--- config.mk ---
export PLATFORM = sky130hd
export DESIGN_NAME = traffic_lamp_monitor_flat
export DESIGN_NICKNAME = d
export VERILOG_FILES = /design/src/rtl/traffic_lamp_monitor_if.sv /design/src/rtl/traffic_lamp_monitor.sv /design/src/flat_wrapper.sv
export SDC_FILE = /design/constraint.sdc
export NUM_CORES = 1
export LEC_CHECK = 0
export CAP_MARGIN = 0
export CORE_MARGIN = 4
export CORE_UTILIZATION = 33
export DETAILED_ROUTE_END_ITERATION = 10
export GPL_TIMING_DRIVEN = 0
export PLACE_DENSITY_LB_ADDON = 0.25
export SYNTH_ARGS = -nofsm -noshare
export SYNTH_HDL_FRONTEND = slang
export SYNTH_SLANG_ARGS = --single-unit
--- constraint.sdc ---
create_clock -name clk -period 4 [get_ports clk]
set_input_delay 0.4 -clock clk [delete_from_list [all_inputs] [get_ports clk]]
set_output_delay 0.4 -clock clk [all_outputs]
set_load 0.02 [all_outputs]
--- src/rtl/traffic_lamp_monitor_if.sv ---
`default_nettype none
// ============================================================================
//  Module      : traffic_lamp_monitor_if
//  Description : Bundle between the traffic controller FSM (master) and the
//                lamp-side monitor (slave).
//                  La, Lb      2-bit light codes, 0=R 1=Y 2=G 3=illegal
//                  clr_fault   single-cycle request to leave fault mode
//                  lamp_a/b    registered one-hot lamps {red,yellow,green}
//                  fault       high while the monitor is flashing red
//                  fault_code  sticky cause
//                              {short_yellow,bad_transition,conflict,illegal}
//  Revision    : 1.0  initial release
// ============================================================================
interface traffic_lamp_monitor_if;
    logic [1:0] La;
    logic [1:0] Lb;
    logic       clr_fault;
    logic [2:0] lamp_a;
    logic [2:0] lamp_b;
    logic       fault;
    logic [3:0] fault_code;

    // Controller side: produces codes and clear requests, observes status.
    modport master (
        output La,
        output Lb,
        output clr_fault,
        input  lamp_a,
        input  lamp_b,
        input  fault,
        input  fault_code
    );

    // Monitor side: consumes codes, drives lamps and status.
    modport slave (
        input  La,
        input  Lb,
        input  clr_fault,
        output lamp_a,
        output lamp_b,
        output fault,
        output fault_code
    );
endinterface
`default_nettype wire

--- src/rtl/traffic_lamp_monitor.sv ---
`default_nettype none
// ============================================================================
//  Module      : traffic_lamp_monitor
//  Description : Lamp-side consumer of the controller light codes. Decodes
//                each code to one-hot lamp drives (1-cycle latency) and
//                checks the sequence for safety violations. Any violation
//                latches a fault and forces both directions to flashing red
//                until a clear is accepted while both codes are red.
//  Ports       : clk    - system clock, rising edge
//                reset  - asynchronous, active-low reset
//                bus    - traffic_lamp_monitor_if.slave
//                         (La, Lb, clr_fault in; lamp_a, lamp_b, fault,
//                          fault_code out)
//  Parameters  : MIN_YELLOW - min consecutive Y cycles before R (>=1)
//                FLASH_HALF - cycles per half-period of fault flashing (>=1)
//  Revision    : 1.0  initial release
// ============================================================================
module traffic_lamp_monitor #(
    parameter int MIN_YELLOW = 3,
    parameter int FLASH_HALF = 4
) (
    input  wire logic                  clk,
    input  wire logic                  reset,
    traffic_lamp_monitor_if.slave      bus
);

    // ------------------------------------------------------------------------
    // Constants
    // ------------------------------------------------------------------------
    localparam logic [1:0] C_CODE_R   = 2'd0;
    localparam logic [1:0] C_CODE_Y   = 2'd1;
    localparam logic [1:0] C_CODE_G   = 2'd2;
    localparam logic [1:0] C_CODE_X   = 2'd3;

    localparam logic [2:0] C_LAMP_R   = 3'b100;
    localparam logic [2:0] C_LAMP_Y   = 3'b010;
    localparam logic [2:0] C_LAMP_G   = 3'b001;

    localparam int YW = $clog2(MIN_YELLOW + 1);
    localparam int FW = $clog2(FLASH_HALF + 1);

    localparam logic [YW-1:0] C_YEL_MAX  = YW'(MIN_YELLOW);
    localparam logic [FW-1:0] C_FLASH_LAST = FW'(FLASH_HALF - 1);

    typedef enum logic [0:0] {
        ST_RUN   = 1'b0,
        ST_FLASH = 1'b1
    } state_t;

    // ------------------------------------------------------------------------
    // Helper functions
    // ------------------------------------------------------------------------
    function automatic logic [2:0] f_decode(input logic [1:0] code);
        logic [2:0] lamp;
        lamp = C_LAMP_R;
        case (code)
            C_CODE_Y: lamp = C_LAMP_Y;
            C_CODE_G: lamp = C_LAMP_G;
            default:  lamp = C_LAMP_R;
        endcase
        return lamp;
    endfunction

    // A step between two different legal codes must follow R->G->Y->R.
    // Holding a code is always fine; illegal codes are flagged elsewhere.
    function automatic logic f_bad_step(input logic [1:0] prev_code,
                                        input logic [1:0] code);
        logic bad;
        bad = 1'b0;
        if ((prev_code != C_CODE_X) && (code != C_CODE_X) && (prev_code != code)) begin
            bad = !(((prev_code == C_CODE_R) && (code == C_CODE_G)) ||
                    ((prev_code == C_CODE_G) && (code == C_CODE_Y)) ||
                    ((prev_code == C_CODE_Y) && (code == C_CODE_R)));
        end
        return bad;
    endfunction

    // Consecutive-yellow counter, saturating so it never wraps on long holds.
    function automatic logic [YW-1:0] f_yel_next(input logic [YW-1:0] cnt,
                                                 input logic [1:0]    code);
        logic [YW-1:0] nxt;
        nxt = '0;
        if (code == C_CODE_Y) begin
            nxt = (cnt == C_YEL_MAX) ? cnt : cnt + YW'(1);
        end
        return nxt;
    endfunction

    // ------------------------------------------------------------------------
    // Registers and next-state wires
    // ------------------------------------------------------------------------
    state_t          r_state,      w_state;
    logic [2:0]      r_lamp_a,     w_lamp_a;
    logic [2:0]      r_lamp_b,     w_lamp_b;
    logic            r_fault,      w_fault;
    logic [3:0]      r_fault_code, w_fault_code;
    logic [1:0]      r_prev_a,     w_prev_a;
    logic [1:0]      r_prev_b,     w_prev_b;
    logic [YW-1:0]   r_yel_a,      w_yel_a;
    logic [YW-1:0]   r_yel_b,      w_yel_b;
    logic [FW-1:0]   r_flash_cnt,  w_flash_cnt;
    logic            r_flash_on,   w_flash_on;

    // ------------------------------------------------------------------------
    // Safety checks on the codes presented this cycle
    // ------------------------------------------------------------------------
    logic       w_illegal;
    logic       w_conflict;
    logic       w_bad_a;
    logic       w_bad_b;
    logic       w_short_a;
    logic       w_short_b;
    logic [3:0] w_fired;
    logic       w_clear_ok;

    assign w_illegal  = (bus.La == C_CODE_X) || (bus.Lb == C_CODE_X);
    // Any non-red code (including illegal) counts as showing a go signal.
    assign w_conflict = (bus.La != C_CODE_R) && (bus.Lb != C_CODE_R);
    assign w_bad_a    = f_bad_step(r_prev_a, bus.La);
    assign w_bad_b    = f_bad_step(r_prev_b, bus.Lb);
    // The yellow counter holds the number of Y samples before this edge.
    assign w_short_a  = (r_prev_a == C_CODE_Y) && (bus.La == C_CODE_R) &&
                        (r_yel_a < C_YEL_MAX);
    assign w_short_b  = (r_prev_b == C_CODE_Y) && (bus.Lb == C_CODE_R) &&
                        (r_yel_b < C_YEL_MAX);
    assign w_fired    = {w_short_a | w_short_b, w_bad_a | w_bad_b,
                         w_conflict, w_illegal};
    // Leaving fault mode is only safe when the controller shows all-red.
    assign w_clear_ok = bus.clr_fault && (bus.La == C_CODE_R) &&
                        (bus.Lb == C_CODE_R);

    // ------------------------------------------------------------------------
    // State register
    // ------------------------------------------------------------------------
    always_ff @(posedge clk or negedge reset) begin
        if (!reset) begin
            r_state      <= ST_RUN;
            r_lamp_a     <= C_LAMP_R;
            r_lamp_b     <= C_LAMP_R;
            r_fault      <= 1'b0;
            r_fault_code <= 4'b0000;
            r_prev_a     <= C_CODE_R;
            r_prev_b     <= C_CODE_R;
            r_yel_a      <= '0;
            r_yel_b      <= '0;
            r_flash_cnt  <= '0;
            r_flash_on   <= 1'b1;
        end else begin
            r_state      <= w_state;
            r_lamp_a     <= w_lamp_a;
            r_lamp_b     <= w_lamp_b;
            r_fault      <= w_fault;
            r_fault_code <= w_fault_code;
            r_prev_a     <= w_prev_a;
            r_prev_b     <= w_prev_b;
            r_yel_a      <= w_yel_a;
            r_yel_b      <= w_yel_b;
            r_flash_cnt  <= w_flash_cnt;
            r_flash_on   <= w_flash_on;
        end
    end

    // ------------------------------------------------------------------------
    // Next-state and output logic
    // ------------------------------------------------------------------------
    always_comb begin
        w_state      = r_state;
        w_lamp_a     = r_lamp_a;
        w_lamp_b     = r_lamp_b;
        w_fault      = r_fault;
        w_fault_code = r_fault_code;
        w_prev_a     = r_prev_a;
        w_prev_b     = r_prev_b;
        w_yel_a      = r_yel_a;
        w_yel_b      = r_yel_b;
        w_flash_cnt  = r_flash_cnt;
        w_flash_on   = r_flash_on;

        case (r_state)
            ST_RUN: begin
                w_prev_a = bus.La;
                w_prev_b = bus.Lb;
                w_yel_a  = f_yel_next(r_yel_a, bus.La);
                w_yel_b  = f_yel_next(r_yel_b, bus.Lb);
                if (|w_fired) begin
                    // The offending codes never reach the lamps.
                    w_state      = ST_FLASH;
                    w_fault      = 1'b1;
                    w_fault_code = w_fired;
                    w_lamp_a     = C_LAMP_R;
                    w_lamp_b     = C_LAMP_R;
                    w_flash_cnt  = '0;
                    w_flash_on   = 1'b1;
                end else begin
                    w_lamp_a = f_decode(bus.La);
                    w_lamp_b = f_decode(bus.Lb);
                end
            end

            ST_FLASH: begin
                if (w_clear_ok) begin
                    w_state      = ST_RUN;
                    w_fault      = 1'b0;
                    w_fault_code = 4'b0000;
                    w_lamp_a     = C_LAMP_R;
                    w_lamp_b     = C_LAMP_R;
                    w_prev_a     = C_CODE_R;
                    w_prev_b     = C_CODE_R;
                    w_yel_a      = '0;
                    w_yel_b      = '0;
                    w_flash_cnt  = '0;
                    w_flash_on   = 1'b1;
                end else begin
                    // Each phase lasts FLASH_HALF edges; the lamp register
                    // follows the phase that applies after this edge.
                    if (r_flash_cnt == C_FLASH_LAST) begin
                        w_flash_cnt = '0;
                        w_flash_on  = !r_flash_on;
                    end else begin
                        w_flash_cnt = r_flash_cnt + FW'(1);
                    end
                    w_lamp_a = {w_flash_on, 2'b00};
                    w_lamp_b = {w_flash_on, 2'b00};
                end
            end

            default: begin
                w_state = ST_RUN;
            end
        endcase
    end

    // ------------------------------------------------------------------------
    // Outputs
    // ------------------------------------------------------------------------
    assign bus.lamp_a     = r_lamp_a;
    assign bus.lamp_b     = r_lamp_b;
    assign bus.fault      = r_fault;
    assign bus.fault_code = r_fault_code;

endmodule
`default_nettype wire

--- src/flat_wrapper.sv ---
// flat-port wrapper written by rule: the top's interface ports become plain ports
module traffic_lamp_monitor_flat 
#(
    parameter int MIN_YELLOW = 3,
    parameter int FLASH_HALF = 4
)
  (clk, reset, bus_La, bus_Lb, bus_clr_fault, bus_lamp_a, bus_lamp_b, bus_fault, bus_fault_code);
  traffic_lamp_monitor_if bus_i ();
  input  wire logic clk;
  input  wire logic reset;
  input wire logic [$bits(bus_i.La)-1:0] bus_La;
  input wire logic [$bits(bus_i.Lb)-1:0] bus_Lb;
  input wire logic [$bits(bus_i.clr_fault)-1:0] bus_clr_fault;
  output wire logic [$bits(bus_i.lamp_a)-1:0] bus_lamp_a;
  output wire logic [$bits(bus_i.lamp_b)-1:0] bus_lamp_b;
  output wire logic [$bits(bus_i.fault)-1:0] bus_fault;
  output wire logic [$bits(bus_i.fault_code)-1:0] bus_fault_code;
  assign bus_i.La = bus_La;
  assign bus_i.Lb = bus_Lb;
  assign bus_i.clr_fault = bus_clr_fault;
  assign bus_lamp_a = bus_i.lamp_a;
  assign bus_lamp_b = bus_i.lamp_b;
  assign bus_fault = bus_i.fault;
  assign bus_fault_code = bus_i.fault_code;
  traffic_lamp_monitor #(.MIN_YELLOW(MIN_YELLOW), .FLASH_HALF(FLASH_HALF)) u_core (.clk(clk), .reset(reset), .bus(bus_i));
endmodule
==> results.cfg <==
[run_status]
status = finished, final reports clean

[power]
net-switching-power_mw = 0.385
cell_internal_pwr_mw = 0.673
p_clk_frac = 0.202
p_leak_nw = 0.745
combPwrFrac = 0.418
worst_ir_drop_vdd_v = 0.000296
p_sw_frac = 0.364
power_frac_seq = 0.380
power.density_cell_area_nw_per_um2 = 650

[routing]
vias_per_cell = 4.88
dr_total_vias = 967
remaining_drc_errors = 0
post_route_antenna_net_violation_count = 0
wl_per_cell_um = 14.0
first_pass_iters = 4
dr.first_iter.drc_count = 31
routed_wirelength_mm = 2.78

[synth]
yosysWarnings = 0
yosysTopAreaCell = dfrtp_1
post_synth_inst_count = 129
synth_enable_flop_cells = 0
primary_flip_flop_cell_chosen_by_synthesis_mapping = dfrtp_1
share_of_the_yosys_chip_area_belonging_to_registers = 0.457
synth_cell_types = 37
cell_area_after_synthesis_um2 = 1320
synthesis.nets = 149
synthesized_area_per_cell_um2 = 10.3
async_flop_share = 1.00
synth-seq-cells = 24
synth_top_area_share = 0.397
synth.top_cells.by_area = dfrtp_1, ha_1, dfstp_2

[place]
pre_cts_setup_slack_ns = 1.39
routabilityCongestion = 0.757
placed_cells = 194
place.port_buffers = 17
dp_hpwl_mm = 2.03

[floorplan]
io_pins = 18
die_width_um = 71.3
start_util = 0.351
std_cell_rows = 22
floorplan.die.height_um = 71.3
die_area_um2 = 5090
core_area_um2 = 3770

[job]
maxCapViolCount = 0

[final_layout]
antenna_fix_cells = 0
n_fill_cell = 358
stdcell_count = 198
layout-drive-gt1-share = 0.140
synthToLayoutAreaGrowth_pct = 22.8
num-nets-final = 171
fin_util = 0.431

[global_route]
pin_count_of_the_biggest_net_entering_global_routing = 25
initial_antenna_violation_count = 0
grt_overflow_total = 0
number_of_global_route_vias_before_repair = 1032
grt_usage = 0.118
grt_pass1_wl_mm = 4.83

[clock_tree]
number_of_clock_sinks_seen_by_cts = 24
tritoncts.num_buffers = 3
number_of_h_tree_levels = 1
clk-insertion-delay-late_ns = 0.27
clock-root-buffer = clkbuf_8
cts.reportedPaths.clkPinSlew_ns = 0.08
post_cts_setup_inserts = 0
cts_hold_repair_buffers = 0
resized_gates_after_cts = 0
tritoncts = built
max-clock-path-buffers = 2

[worst_setup_path]
setup.worst_path.end_class = flop
crit_path_top_delay_cell = clkdlybuf4s50_1
cpPeakStageDelay_ns = 0.51
critPathLaunchType = input port
cp_data_arrival_time_ns = 2.50
critical_path_peak_fanout = 8
timing_worst_setup_path_type = in -> reg
family_with_the_most_delay_on_the_worst_path = simple AND/OR/NAND/NOR gates
data_required_time_at_the_worst_endpoint_ns = 4.16
path_cells = clkdlybuf4s50_1 -> inv_1 -> ha_1 -> nor4bb_1 -> a31oi_1 -> nand2_1 -> nor2_2 -> a32o_1
critical_path.n_buffers_inverters = 2

[hold_path]
hold_path.class = reg -> reg

[timing]
tightest_slew_ns = 1.09
timing.final.setup_violations = 0
period_needed_ns = 2.34
setup_ws_ns = 1.66
setup_tns_ns = 0
slew_violations = 0
report.final.hold_viol_count = 0
period_share = 0.585
finalClockSkew_ns = 0.00808
max_slew_margin = 0.269
fmaxAchievable_ghz = 0.427
rsz_0062_raised_after_global_routing = false
layer usage:
layer	GRT usage	wire length (um)	vias up
met1	0.160	1380	453
met4	0.0376	38	0
met3	0.0210	79	4
met2	0.190	1290	16
li1	-	-	494
met5	0	0	-
area by class of cell:
cell class,count,area [um2],share of cell area
repair buffers,17,170,0.105
well taps,48,60.1,0.0370
clock inverters,1,30.0,0.0185
inverters,9,33.8,0.0208
multi-input cells,93,667,0.410
clock buffers,3,41.3,0.0254
plain buffers,3,18.8,0.0115
flip-flops and latches,24,604,0.372
logic make-up after synthesis:
group                      synth area share
AOI/OAI and AO/OA                     0.194
and+or+nand+nor                       0.158
xor gates and xnor gates             0.0132
DFF                                   0.457
buffers and inverters                0.0397
muxes                                0.0161
adders and majority gates             0.123
cell usage in the layout, fill, tap and decap left out:
cell,count
ha_1,13
dfrtp_1,21
clkdlybuf4s50_1,17
a41oi_4,1
nor4bb_1,1
and2_1,1
o211a_1,1
mux2_2,1
dfstp_2,3
a31oi_1,4
a21o_2,1
nor2b_1,2
nor2_1,13
o221ai_1,1
nor2_2,1
o22a_2,1
and3_2,3
buf_6,1
a22o_1,1
a41o_2,1
nand3_1,1
nor3b_1,3
xor2_1,1
a31o_2,1
clkbuf_8,3
inv_1,9
bufinv_16,1
a22oi_1,2
o31ai_1,1
o21ai_0,11
xnor2_1,1
clkbuf_1,2
nand2_1,14
and2_2,1
a21oi_1,3
a32o_1,2
a2111oi_2,1
mux2i_1,1
nor3_1,3
a21bo_2,1
worst paths after layout:
kind / endpoint / slack, ns / start / depth (start not counted)
max reg2reg: u_core.r_flash_cnt[1] / 2.08 / u_core.r_yel_b[0] / 6
min in group asynchronous: u_core.r_prev_b[0] / 0.71 / reset / 1
min: u_core.r_yel_a[1] / 0.51 / u_core.r_yel_a[1] / 1
min reg2reg: u_core.r_yel_a[1] / 0.51 / u_core.r_yel_a[1] / 1
max in group asynchronous: u_core.bus.lamp_a[1] / 2.62 / reset / 1
max: u_core.r_flash_cnt[1] / 1.66 / bus_Lb[0] / 8
flip-flops by register name (all words and copies together) (netlist names):
| name | flops |
|---|---|
| u_core.r_state | 1 |
| u_core.r_yel_b | 2 |
| u_core.r_flash_on | 1 |
| u_core.r_prev_b | 2 |
| u_core.bus.lamp_a | 3 |
| u_core.r_prev_a | 2 |
| u_core.r_flash_cnt | 3 |
| u_core.bus.fault_code | 4 |
| u_core.bus.lamp_b | 3 |
| u_core.r_yel_a | 2 |
| u_core.bus.fault | 1 |
synthesized netlist by cell type (all sizes together), types with 2 or more instances:
| cell | count |
|---|---|
| and3 | 3 |
| nor3 | 3 |
| ha | 13 |
| dfrtp | 21 |
| a22oi | 2 |
| a32o | 2 |
| clkbuf | 2 |
| a31oi | 4 |
| nor2 | 14 |
| and2 | 2 |
| nor2b | 2 |
| nand2 | 14 |
| dfstp | 3 |
| o21ai | 11 |
| a21oi | 3 |
| inv | 9 |
| nor3b | 3 |
worst reg2reg max path: stages, from the launching register on:
cell and delay, ns:
dfrtp_1 0.43, ha_1 0.26, nor4bb_1 0.33, a31oi_1 0.10
nand2_1 0.28, nor2_2 0.14, a32o_1 0.28
through the flow:
stage	area [um2]	hold WS (ns)	power [mW]
after detailed placement	1550	0.495	0.850
after floorplan	1320	0.104	0.699
after global placement	1550	0.489	0.834
after global routing	1630	0.543	1.14
after CTS	1630	0.519	1.07
final	1630	0.509	1.06
power groups by stage:
stage | clock network (mW) | logic, mW | registers [mW]
floorplan | 0 | 0.268 | 0.431
global placement | 0 | 0.433 | 0.400
detailed placement | 0 | 0.446 | 0.405
CTS | 0.219 | 0.447 | 0.402
global route | 0.231 | 0.492 | 0.415
finish | 0.213 | 0.442 | 0.402
Power figures use the tool's default switching activity.
